## src/rtl/reg_block_streamer.sv

```systemverilog
// ---------------------------------------------------------------------------
// reg_block_streamer
//   Read-side sequencer for Reg_Block. A start command makes the block read
//   `count` consecutive addresses from `base_addr`. The address wraps modulo
//   2^ADDR_W. Each returned Data_Out word is captured into a small output FIFO,
//   and the FIFO is streamed on a valid/ready interface. A read is issued only
//   while the FIFO has room for it and for every read already in flight, so
//   back-pressure never drops a word.
//
// Ports
//   clk, rst_n        clock (rising edge), asynchronous active-low reset
//   start             1-cycle command strobe, only accepted while idle
//   base_addr, count  command operands, sampled together with start
//   busy, done        busy from the cycle after start until done;
//                     done is a 1-cycle pulse after the last word is accepted
//   Addr_Out          read address to Reg_Block
//   Data_Out          read data from Reg_Block, valid READ_LAT cycles after Addr_Out
//   m_data, m_valid   output stream (FIFO head)
//   m_ready           output stream ready
// ---------------------------------------------------------------------------
module reg_block_streamer #(
    parameter int DATA_W     = 16,
    parameter int ADDR_W     = 7,
    parameter int READ_LAT   = 1,
    parameter int FIFO_DEPTH = 4
) (
    input  logic              clk,
    input  logic              rst_n,
    input  logic              start,
    input  logic [ADDR_W-1:0] base_addr,
    input  logic [ADDR_W:0]   count,
    output logic              busy,
    output logic              done,
    output logic [ADDR_W-1:0] Addr_Out,
    input  logic [DATA_W-1:0] Data_Out,
    output logic [DATA_W-1:0] m_data,
    output logic              m_valid,
    input  logic              m_ready
);

    localparam int PTR_W = $clog2(FIFO_DEPTH);
    localparam int CNT_W = PTR_W + 1;
    localparam int CRD_W = CNT_W + 1;

    typedef enum logic [1:0] {
        S_IDLE,
        S_ISSUE,
        S_DRAIN,
        S_DONE
    } state_t;

    state_t              r_state;
    state_t              w_next_state;
    logic [ADDR_W-1:0]   r_addr;        // next address to issue
    logic [ADDR_W-1:0]   r_addr_out;
    logic [ADDR_W:0]     r_count;
    logic [ADDR_W:0]     r_issued;
    logic [ADDR_W:0]     w_issued_next;
    logic [READ_LAT-1:0] r_tag;         // one bit per read still travelling through Reg_Block

    logic [DATA_W-1:0]   r_fifo_mem [FIFO_DEPTH];
    logic [PTR_W-1:0]    r_wr_ptr;
    logic [PTR_W-1:0]    r_rd_ptr;
    logic [CNT_W-1:0]    r_fifo_cnt;

    logic [CNT_W-1:0]    w_inflight;
    logic [CRD_W-1:0]    w_credit_used;
    logic                w_issue;
    logic                w_fifo_wr;
    logic                w_fifo_rd;

    // Credits: every word already in the FIFO or in flight owns one FIFO slot,
    // so a new read is only launched when a slot is still unclaimed.
    always_comb begin
        w_inflight = '0;
        for (int i = 0; i < READ_LAT; i++) begin
            w_inflight = w_inflight + CNT_W'(r_tag[i]);
        end
    end

    assign w_credit_used = CRD_W'(r_fifo_cnt) + CRD_W'(w_inflight);
    assign w_issue       = (r_state == S_ISSUE) && (r_issued != r_count) &&
                           (w_credit_used < CRD_W'(FIFO_DEPTH));
    assign w_issued_next = r_issued + (ADDR_W + 1)'(w_issue);

    assign w_fifo_wr = r_tag[READ_LAT-1];
    assign w_fifo_rd = m_valid && m_ready;

    // NOTE: every signal written in this block gets a default first, so no path
    // leaves it unassigned and no latch is inferred.
    always_comb begin
        w_next_state = r_state;
        busy         = 1'b0;
        done         = 1'b0;
        case (r_state)
            S_IDLE: begin
                if (start) begin
                    w_next_state = (count == '0) ? S_DONE : S_ISSUE;
                end
            end
            S_ISSUE: begin
                busy = 1'b1;
                if (w_issued_next == r_count) begin
                    w_next_state = S_DRAIN;
                end
            end
            S_DRAIN: begin
                busy = 1'b1;
                if ((w_inflight == '0) && (r_fifo_cnt == '0)) begin
                    w_next_state = S_DONE;
                end
            end
            S_DONE: begin
                busy         = 1'b1;
                done         = 1'b1;
                w_next_state = S_IDLE;
            end
            default: w_next_state = S_IDLE;
        endcase
    end

    // NOTE: state registers use non-blocking assignments so every flop samples
    // pre-edge values regardless of statement order.
    always_ff @(posedge clk or negedge rst_n) begin
        if (!rst_n) begin
            r_state    <= S_IDLE;
            r_addr     <= '0;
            r_addr_out <= '0;
            r_count    <= '0;
            r_issued   <= '0;
            r_tag      <= '0;
        end else begin
            r_state <= w_next_state;
            if ((r_state == S_IDLE) && start) begin
                r_addr   <= base_addr;
                r_count  <= count;
                r_issued <= '0;
            end else if (w_issue) begin
                r_addr_out <= r_addr;
                r_addr     <= r_addr + ADDR_W'(1);  // wraps modulo 2^ADDR_W
                r_issued   <= w_issued_next;
            end
            r_tag[0] <= w_issue;
            for (int i = 1; i < READ_LAT; i++) begin
                r_tag[i] <= r_tag[i-1];
            end
        end
    end

    always_ff @(posedge clk or negedge rst_n) begin
        if (!rst_n) begin
            r_wr_ptr   <= '0;
            r_rd_ptr   <= '0;
            r_fifo_cnt <= '0;
        end else begin
            if (w_fifo_wr) begin
                r_wr_ptr <= r_wr_ptr + PTR_W'(1);
            end
            if (w_fifo_rd) begin
                r_rd_ptr <= r_rd_ptr + PTR_W'(1);
            end
            r_fifo_cnt <= r_fifo_cnt + CNT_W'(w_fifo_wr) - CNT_W'(w_fifo_rd);
        end
    end

    // NOTE: FIFO storage is not reset. The empty flag comes from the reset
    // pointers and count, and m_data is masked while the FIFO is empty.
    always_ff @(posedge clk) begin
        if (w_fifo_wr) begin
            r_fifo_mem[r_wr_ptr] <= Data_Out;
        end
    end

    assign m_valid  = (r_fifo_cnt != '0);
    assign m_data   = m_valid ? r_fifo_mem[r_rd_ptr] : '0;
    assign Addr_Out = r_addr_out;

endmodule

```

## config.mk

```make
export PLATFORM = sky130hd
export DESIGN_NAME = reg_block_streamer
export DESIGN_NICKNAME = d
export VERILOG_FILES = /design/src/rtl/reg_block_streamer.sv
export SDC_FILE = /design/constraint.sdc
export NUM_CORES = 1
export LEC_CHECK = 0
export ABC_AREA = 1
export CORE_ASPECT_RATIO = 1.2
export CORE_MARGIN = 1.5
export CORE_UTILIZATION = 60
export CTS_CLUSTER_DIAMETER = 80
export CTS_CLUSTER_SIZE = 28
export DETAILED_ROUTE_END_ITERATION = 10
export PLACE_DENSITY = 0.85
export SYNTH_ARGS = -nofsm -noshare
export SYNTH_HDL_FRONTEND = slang
export SYNTH_SLANG_ARGS = --single-unit
```

## constraint.sdc

```tcl
create_clock -name clk -period 7.2 [get_ports clk]
set_input_delay 2.16 -clock clk [delete_from_list [all_inputs] [get_ports clk]]
set_output_delay 2.16 -clock clk [all_outputs]
set_load 0.02 [all_outputs]
```

# [Word level (Yosys, flattened, before mapping)]
# Memories as Yosys holds them, arrays and structs flattened.
# Index checks and enable logic that the tools add are counted.
[op_classes] muxes=14 bitwise_logic=1 addsub=7 magnitude_cmp=1 n_eq_ne=8 reduce_logical=14
[ops] op="$mux W16" n=1
[ops] op="$mux W8" n=2
[ops] op="$mux W7" n=2
[ops] op="$add A8 B1 Y8" n=1
[ops] op="$eq A8 B8 Y1" n=1
[ops] op="$logic_not A8 Y1" n=1
[ops] op="$mux W2" n=4
[ops] op="$ne A8 B8 Y1" n=1
[ops] op="$pmux W2 S4" n=1
[ops] op="$add A7 B1 Y7 const B" n=1
[ops] op="$logic_not A3 Y1" n=2
[ops] op="$logic_and A1 B1 Y1" n=5
[ops] op="$add A2 B1 Y2 const B" n=2
[ops] op="$add A3 B1 Y4" n=1
[ops] op="$eq A2 B2 Y1 const B" n=2
[ops] op="$lt A4 B3 Y1 const B" n=1
[ops] op="$mux W1" n=4
[ops] op="$ne A2 B2 Y1 const B" n=2
[ops] op="$add A3 B1 Y3" n=1
[ops] op="$reduce_and A3 Y1" n=1
[ops] op="$reduce_bool A3 Y1" n=1
[ops] op="$reduce_or A3 Y1" n=1
[ops] op="$sub A3 B1 Y3" n=1
[ops] op="$eq A2 B1 Y1 const B" n=1
[ops] op="other kinds (5)" n=5
[word_totals] in_bits=35 memories=1 word_cells=55 mem_bits_rw=64 register_bits=40 output_inout_bits=26
[mem_list] name="r_fifo_mem" depth=4 width=16 read_ports=1 rd_ports_with_merged_regs=0 wr=1 line="61" source="logic [DATA_W-1:0] r_fifo_mem [FIFO_DEPTH];"

# [Logic depth before layout (Yosys ltp)]
# Gate-level depths: netlist (run 1).
[depth] ltp_word=7 depth_mapped=22 depth_no_buf=21

# [Worst setup path before layout (run 1)]
# Ideal clock, no wire load.
[synth_path] path_type="reg2out" from="register r_rd_ptr[0]" to="output port m_data[10]" setup_slack_ns=3.639 path_stages_with_launch=7 n_path_buf=2 t_required_ns=5.040 arrival_ns=1.401 cell_sequence="dfrtp_1 clkbuf_1 clkbuf_1 nor2_1 nor2_1 o21ai_0 a21oi_1"
[synth_via] elab_chain_cells=2
[synth_lines] element="start: declaration" line="63" source="logic [PTR_W-1:0] r_rd_ptr;"
[synth_lines] element="start signal: assignment" line="160" source="r_rd_ptr <= r_rd_ptr + PTR_W'(1);"
[synth_lines] element="$mem_v2 Z4 W16"
[synth_lines] element="$mux W16" line="175" source="assign m_data = m_valid ? r_fifo_mem[r_rd_ptr] : '0;"
[synth_lines] element="end: declaration" line="36" source="output logic [DATA_W-1:0] m_data,"
# No other way between the ends.

# [Final worst setup path (run 1)]
[layout_path] from="register r_rd_ptr[0]" to="output port m_data[0]"
# Same word-level chain as after synthesis.

==> results of run 1 <==
==> kinds of logic (layout without fill, tap and decap cells) <==
family,count (synthesis),after routing,share of synthesized area
flip-flops,104,104,0.5950
AND/OR/NAND/NOR,237,237,0.1977
AO/OA/AOI/OAI,68,68,0.07438
adder cells (fa/ha/maj),16,16,0.04228
XOR/XNOR,21,21,0.03744
buffers and inverters,61,118,0.05323
==> state kept, by name, summed over array words and instances, names as in the netlist <==
| name | count |
|---|---|
| r_fifo_cnt | 3 |
| r_state | 2 |
| r_fifo_mem | 64 |
| r_issued | 8 |
| r_addr | 7 |
| r_count | 8 |
| Addr_Out | 7 |
| r_rd_ptr | 2 |
| r_tag | 1 |
| r_wr_ptr | 2 |
==> power by group through the flow <==
| stage | sequential [uW] | clock [uW] | combinational [uW] |
|---|---|---|---|
| after floorplan | 869 | 0 | 723 |
| after global placement | 913 | 0 | 983 |
| after detailed placement | 921 | 0 | 1020 |
| after CTS | 909 | 352 | 1030 |
| after global routing | 929 | 374 | 1150 |
| final | 909 | 345 | 1020 |
==> per-layer routing <==
metal  up-vias  wire length [um]  track usage
met4         0               298       0.1166
li1       1769                 -            -
met3        29               489      0.05331
met2       111              4961       0.4191
met5         -                 0            0
met1      1703              3842       0.2774
==> critical path: stages, from the launching register on <==
cell,delay (ps)
dfrtp_1,1010
inv_2,450
o21ai_0,330
a21oi_1,110
clkdlybuf4s50_1,560
==> final timing paths <==
| path | cells past startpoint | to | slack, ps | from |
|---|---|---|---|---|
| worst max-delay path | 4 | m_data[0] | 2190 | r_rd_ptr[0] |
| worst min-delay path | 2 | Addr_Out[4] | 490 | Addr_Out[4] |
| worst max register to register | 19 | r_state[1] | 4300 | r_tag |
| worst min register to register | 2 | Addr_Out[4] | 490 | Addr_Out[4] |
| max in group asynchronous | 1 | r_rd_ptr[1] | 4720 | rst_n |
| min in group asynchronous | 1 | Addr_Out[1] | 1910 | rst_n |
==> cell type report <==
type | instances | area (um2)
Clock inverter | 6 | 57.56
Clock buffer | 10 | 127.6
Tap cell | 92 | 115.1
Fill cell | 547 | 2085
Timing Repair Buffer | 61 | 603.1
Sequential cell | 104 | 2923
Multi-Input combinational cell | 342 | 1728
Inverter | 41 | 156.4
==> cells in the mapped netlist (6+ instances only) <==
cell type  number  area [um2]
xor2_1         13       113.9
o21ai_0        44       220.2
inv_1          37       138.9
o21ai_2         6       52.55
clkbuf_1       12       45.04
nand3_1        37       185.2
a21oi_1        17       85.08
dfrtp_1        40        1001
xnor2_1         8       70.07
ha_1           15       187.7
nand2_1       111       416.7
nor2_1         79       296.5
edfxtp_1       64        1922
==> per-stage QoR <==
stage / worst slack, ps / util / instances / instance area [um2] / total power, uW
detailed placement: 2584 / 0.7088 / 640 / 5525 / 1944
global route: 1989 / 0.7326 / 656 / 5710 / 2450
CTS: 2173 / 0.7326 / 656 / 5710 / 2287
floorplan: 3639 / - / 507 / 4912 / 1591
global placement: 2735 / 0.7088 / 640 / 5525 / 1896
finish: 2194 / 0.7326 / 656 / 5710 / 2277
==> flow_summary.ini, run 1 <==
[finish]
antenna_cells = 0
num-nets-final = 610
final_cell_mix = 111 x nand2_1, 79 x nor2_1, 64 x edfxtp_1
final_common_cell = nand2_1
drive_above_1_share = 0.05674
area_delta_synth_final_pct = 16.25

[setup_path]
cp_data_required_time_ps = 5040
end_kind = primary output
crit_path_max_fanout = 34
critPathLaunchType = register
critPathKind = reg -> out
cp.arrival_ps = 2850

[status]
violations = DRC
outcome = finished, violations left

[die]
fp.dieH_um = 102.1
rows = 35
start_util = 0.6302
dieArea_mm2 = 0.008741
core_mm2 = 0.007795
die_w_um = 85.60
io_pins = 61

[sta]
fin_crit_ps = 5006
finalMaxSlewViolations = 0
timing.fmax_mhz = 199.8
slew_headroom = 0.3338
finalHoldViolCount = 0
setup_viol = 0
fin_setup_tns_ps = 0
skew_ps = 12.87
max_slew.worst_pin.slew_ps = 999.3
rsz0062_at_grt = no
timing.final.crit_share = 0.6953
whs_ps = 486.2

[clocking]
clk_path_buf_depth = 2
cts_num_sinks = 104
cts_hold_buf = 0
cts_tree = done
cts_made_buffers = 9
clockRootBuffer = clkbuf_8
ctsResizeCount = 0
h-tree-depth = 3
cts_setup_buffers = 0
clk_pin_slew_ps = 100
clock_latency_ps = 370

[drt]
wirelength_mm = 9.591
first_pass_iters = 8
vias = 3612
route.detailed.wl_per_inst_um = 14.62
ant_nets = 0
vias_per_cell = 5.506
drt_iter0_markers = 208
route.detailed.drc = 6

[grt]
grt_pass1_vias = 3569
grt_max_degree = 41
grt_overflow = 0
antenna_found_initial = 0
grt_pass1_wl_mm = 16.16
gr-usage-all-layers = 0.2384

[power]
pwr-share-seq = 0.399
power.density_mw_per_mm2 = 398.7
p_switching_uw = 949.9
p_leak_uw = 0.002415
internal-power_uw = 1327
switching_share = 0.4171
peakVddDrop_v = 0.0001783
power.share.clock = 0.152
pwr-share-comb = 0.449

[synth]
avgSynthCellArea_um2 = 9.689
syn_nets = 558
syn-instance-count = 507
synth_seq_cells = 104
syn_area_mm2 = 0.004912
ys_seq_area_frac = 0.5950
yosys_most_used_dff = edfxtp_1
ys_warn_count = 0
ys_types = 27
synth_enable_flop_cells = 64
synth_async_sr_flop_share = 0.3846

[min_path]
min_path_type = reg -> reg

[placement]
numPortBuffers = 60
place_congestion = 0.8577
dp_hpwl_mm = 6.516

[job]
max_cap_viol_count = 0
Note: power is estimated with default switching activity, not from simulation.
==> run 2, diff against run 1 <==
- CORE_UTILIZATION: 60 -> 50
- PLACE_DENSITY: 0.85 -> 0.76
- clock period: 7.2 -> 4.4 ns (I/O delays scaled with it)
==> run 2 against run 1 <==
Effect of this change:
- the flow now finishes without violations
- utilization down 12 points
- setup slack worse by 1800 ps
- non-clock buffer count up 1
- combinational power up 66%
- power up 73%
- register-to-register slack worse by 2800 ps
- critical path depth up 1
- wire length down 1.7%
- clock skew down 9.3 ps
- largest cell class unchanged
==> flow_summary.ini, run 2 (synthesis results as in run 1) <==
[setup_path]
critPathKind = reg -> out
r2r-end = r_state[0]
path_cells = inv_1 > nor2_1 > o21ai_0 > a21oi_1 > clkdlybuf4s50_1
critPathBufInv = 2
end_kind = primary output
critPathTopFamily = buffers and inverters
r2r_cells = 19
r2r_slack_ps = 1480
crit_slowest_cell = dfrtp_1
crit_path_max_fanout = 18
critPathLaunchType = register
cp.arrival_ps = 2690
cp_data_required_time_ps = 3080
slowest_delay_ps = 760
r2r-start = r_tag

[drt]
first_pass_iters = 6
ant_nets = 0
vias = 3538
wirelength_mm = 9.424
drt_iter0_markers = 181
route.detailed.drc = 0
route.detailed.wl_per_inst_um = 13.70
vias_per_cell = 5.142

[finish]
area_delta_synth_final_pct = 19.33
final_cell_mix = 111 x nand2_1, 79 x nor2_1, 64 x edfxtp_1
num-nets-final = 611
top_register = r_fifo_mem
largest_reg_flops = 64
antenna_cells = 0
drive_above_1_share = 0.05487
fin_area_mm2 = 0.005862
reg_top3 = r_fifo_mem (64), r_count (8), r_issued (8)
final_common_cell = nand2_1

[sta]
whs_ps = 473.1
skew_ps = 3.613
rsz0062_at_grt = no
fin_crit_ps = 4009
finalMaxSlewViolations = 0
max_slew.worst_pin.slew_ps = 895.5
timing.final.crit_share = 0.9112
timing.fmax_mhz = 249.4
setup_viol = 0
fin_setup_tns_ps = 0
finalHoldViolCount = 0
slew_headroom = 0.4030

[grt]
gr-usage-all-layers = 0.1933
grt_overflow = 0
grt_max_degree = 41
grt_pass1_vias = 3347
grt_pass1_wl_mm = 15.82
antenna_found_initial = 0

[clocking]
cts_made_buffers = 9
cts_hold_buf = 0
clockRootBuffer = clkbuf_16
cts_num_sinks = 104
clk_pin_slew_ps = 70
h-tree-depth = 3
clk_path_buf_depth = 2
ctsResizeCount = 0
cts_tree = done
cts_setup_buffers = 0
clock_latency_ps = 350

[status]
outcome = complete, no violations

[die]
core_mm2 = 0.009515
start_util = 0.5162
die_w_um = 93.48
io_pins = 61
fp.dieH_um = 111.6
rows = 39
dieArea_mm2 = 0.01043

[job]
max_cap_viol_count = 0

[placement]
numPortBuffers = 60
place_congestion = 0.8719
dpl_cell_area_mm2 = 0.005572
dp_hpwl_mm = 6.448

[min_path]
min-delay-start = Addr_Out[4]
worstHoldPathCells = 2
holdPathEnd = Addr_Out[4]
min_path_type = reg -> reg

[power]
power.density_mw_per_mm2 = 671.7
peakVddDrop_v = 0.0002552
p_leak_uw = 0.002459
total_power_uw = 3938
==> run 2: cell types whose count changed in the layout (fill, tap and decap cells not counted), moves of 2 or more <==
cell	previous run	this run
clkinvlp_4	0	2
inv_8	2	0
clkbuf_16	0	9
clkinv_4	2	0
clkbuf_8	9	0
==> run 2: worst register-to-register path, cell delays in order (launching register included) <==
cell	delay, ps
dfrtp_1	550
nand3_1	170
nand2_1	90
nand3_1	60
nor2_1	180
nand2_4	150
inv_4	190
ha_1	220
ha_1	210
nand2_1	110
nor2_1	250
inv_1	70
nand2_1	60
nand2_1	40
nor2_1	90
nand3_1	90
nand2_1	110
nand2_1	80
nand2_1	60
nand2_1	50
==> run 2: metal layers <==
metal	share of wire	global-route usage	up-vias
li1	-	-	1768
met1	0.41	0.2531	1659
met2	0.52	0.3246	98
met3	0.051	0.03142	13
met4	0.016	0.06667	0
met5	0	0	-
==> run 2: cell type report <==
type                    count  area, um2
fillers                   801       3654
flip-flops and latches    104       2923
multi-input cells         342       1728
repair buffers             62      610.6
clock buffers              11      232.7
inverters                  41      156.4
well taps                 123      153.9
clock inverters             5      57.56
==> run 2: worst max path at each step <==
stage,from,endpoint,slack [ps],depth (start not counted)
6_report,r_rd_ptr[1],m_data[8],390,5
3_3_place_gp,r_rd_ptr[1],m_data[8],870,5
2_1_floorplan,r_rd_ptr[0],m_data[10],1680,6
4_1_cts,r_rd_ptr[1],m_data[8],380,5
5_1_grt,r_rd_ptr[1],m_data[9],220,5
3_5_place_dp,r_rd_ptr[1],m_data[8],770,5
==> run 2: stage by stage <==
stage / utilization / std cells / worst slack (ps)
CTS: 0.6160 / 688 / 382.2
global route: 0.6160 / 688 / 223.8
detailed placement: 0.5855 / 672 / 774.4
finish: 0.6160 / 688 / 390.9
floorplan: - / 507 / 1679
global placement: 0.5855 / 672 / 865.7
==> run 2: power by group <==
part | internal, uW | switching, uW | total [uW]
logic | 692 | 994 | 1690
registers | 1270 | 202 | 1470
clock network | 441 | 339 | 781
total | 2400 | 1540 | 3940
==> run 3, diff against run 2 <==
- ABC_CLOCK_PERIOD_IN_PS: not set -> 4400
==> results of run 3 <==
Same layout as run 2: the final DEF is identical, and so are final timing and power.
==> RTL change (settings of run 1) <==
Set the parameter `READ_LAT` to 2 (it was 1).
--- a/src/rtl/reg_block_streamer.sv
+++ b/src/rtl/reg_block_streamer.sv
@@ -21,7 +21,7 @@
 module reg_block_streamer #(
     parameter int DATA_W     = 16,
     parameter int ADDR_W     = 7,
-    parameter int READ_LAT   = 1,
+    parameter int READ_LAT   = 2,
     parameter int FIFO_DEPTH = 4
 ) (
     input  logic              clk,
Check against the original RTL: not equivalent (Yosys sat finds a counterexample within 4 cycles, from zero or initial values and one cycle with rst_n low).
==> RTL change against run 1 <==
Global-route usage increased by 0.26 points; utilization down 2.0 points; maximum frequency down 5.0%; design area up 0.64%; clock power shrank 3%; setup slack lost 0.26 ns; sequential cell count grew 1; cell count is 2.3% higher; first-iteration DRC count fell by 32%; wire length is 3.9% higher; power grew 0.65%; clock skew decreased by 0.0048 ns; area after synthesis up 0.56%.
==> RTL change: results (changes against run 1) <==
synth:
  synth_common_cells: "117 x nand2_1, 85 x nor2_1, 64 x edfxtp_1"  # was 111 x nand2_1, 79 x nor2_1, 64 x edfxtp_1
  synth_xor_area_share_pct: 3.01  # was 3.74%
  seq_area_frac_synth_pct: 59.7  # was 59.5%
  syn_nets: 571  # was 558
  ys_warn_count: 0  # unchanged
  synth-adder-area-share_pct: 4.71  # was 4.23%
  synth_compound_gate_area_share_pct: 8.59  # was 7.44%
  async_reset_ff_share_pct: 39.0  # was 38.5%
cells_and_area:
  fin_cells: 671  # was 656
  n_all_inverters: 51  # was 41
  final-clk-cell-share_pct: 3.07  # was 3.24%
  final-nonclk-buf-share_pct: 10.4  # was 10.6%
  nets: 624  # was 610
  regArea_sq_um: 2950  # was 2920 sq um
  fillers: 582  # was 547
  final_core_util_pct: 71.3  # was 73.3%
  layout-drive-gt1-share_pct: 4.86  # was 5.67%
  multi_input_cells: 344  # was 342
  clkbuf_count: 9  # was 10
global_routing:
  track_usage_pct: 24.1  # was 23.8%
  grt_pass1_vias: 3504  # was 3569
  gr-usage-met3_pct: 5.57  # was 5.33%
  grt_util_met2_pct: 42.8  # was 41.9%
placement:
  gp_congestion: 0.901  # was 0.858
  pre_cts_ws_ns: 2.37  # was 2.58 ns
  dp.cells: 655  # was 640
  placed_area_sq_um: 5570  # was 5530 sq um
  dpl.hpwl_microns: 6780  # was 6520 microns
timing:
  fin_skew_ns: 0.00806  # was 0.0129 ns
  tightestPinTransition_ns: 1.14  # was 0.999 ns
worst_hold_path:
  min_delay_path_depth: 0  # was 2
detailed_routing:
  wl_met1_microns: 4060  # was 3840 microns
  dr_wl_met2_microns: 5260  # was 4960 microns
  wl_microns: 9970  # was 9590 microns
  drt_pre_antenna_iters: 5  # was 8
  dr.first_iter.drc_count: 141  # was 208
  avgViaCountPerCell: 5.37  # was 5.51
  wl_met3_microns: 447  # was 489 microns
setup_path:
  r2r_start: "r_tag[1]"  # was r_tag
  slowest_delay_ns: 1.11  # was 1.01 ns
  worst_ep_arrival_time_ns: 3.11  # was 2.85 ns
pwr:
  ir_worst_vdd_v: 0.000212  # was 0.000178 V
  leakagePower_nw: 2.45  # was 2.42 nW
cts:
  clkSinkCount: 105  # was 104
floorplanning:
  core_sq_um: 8060  # was 7790 sq um
status:
  outcome: "complete, no violations"  # was finished, violations left
RTL change: cell types whose count changed after synthesis, moves of 6 or more:
cell and delta:
nand3_1 -23, inv_1 +10, o21ai_0 +10, nand2_1 +6, nor2_1 +6
RTL change: logic make-up after synthesis:
| family | Yosys count |
|---|---|
| and+or+nand+nor | 228 |
| DFF | 105 |
| AOI/OAI and AO/OA | 81 |
| buffers and inverters | 69 |
| adders and majority gates | 18 |
| xor gates and xnor gates | 17 |
RTL change: final timing paths:
kind | end | slack (ns)
setup / recovery | m_data[7] | 1.93
hold / removal | r_tag[1] | 0.43
setup reg to reg | r_state[0] | 4.24
hold reg to reg | r_tag[1] | 0.43
max in group asynchronous | r_count[5] | 4.69
min in group asynchronous | Addr_Out[1] | 1.93
RTL change: where the power goes:
group          switching [W]  leakage, nW  total (W)  internal [W]
Sequential          0.000143         1.10   0.000930      0.000787
Clock               0.000205       0.0957   0.000335      0.000130
Combinational       0.000611         1.25    0.00103      0.000415
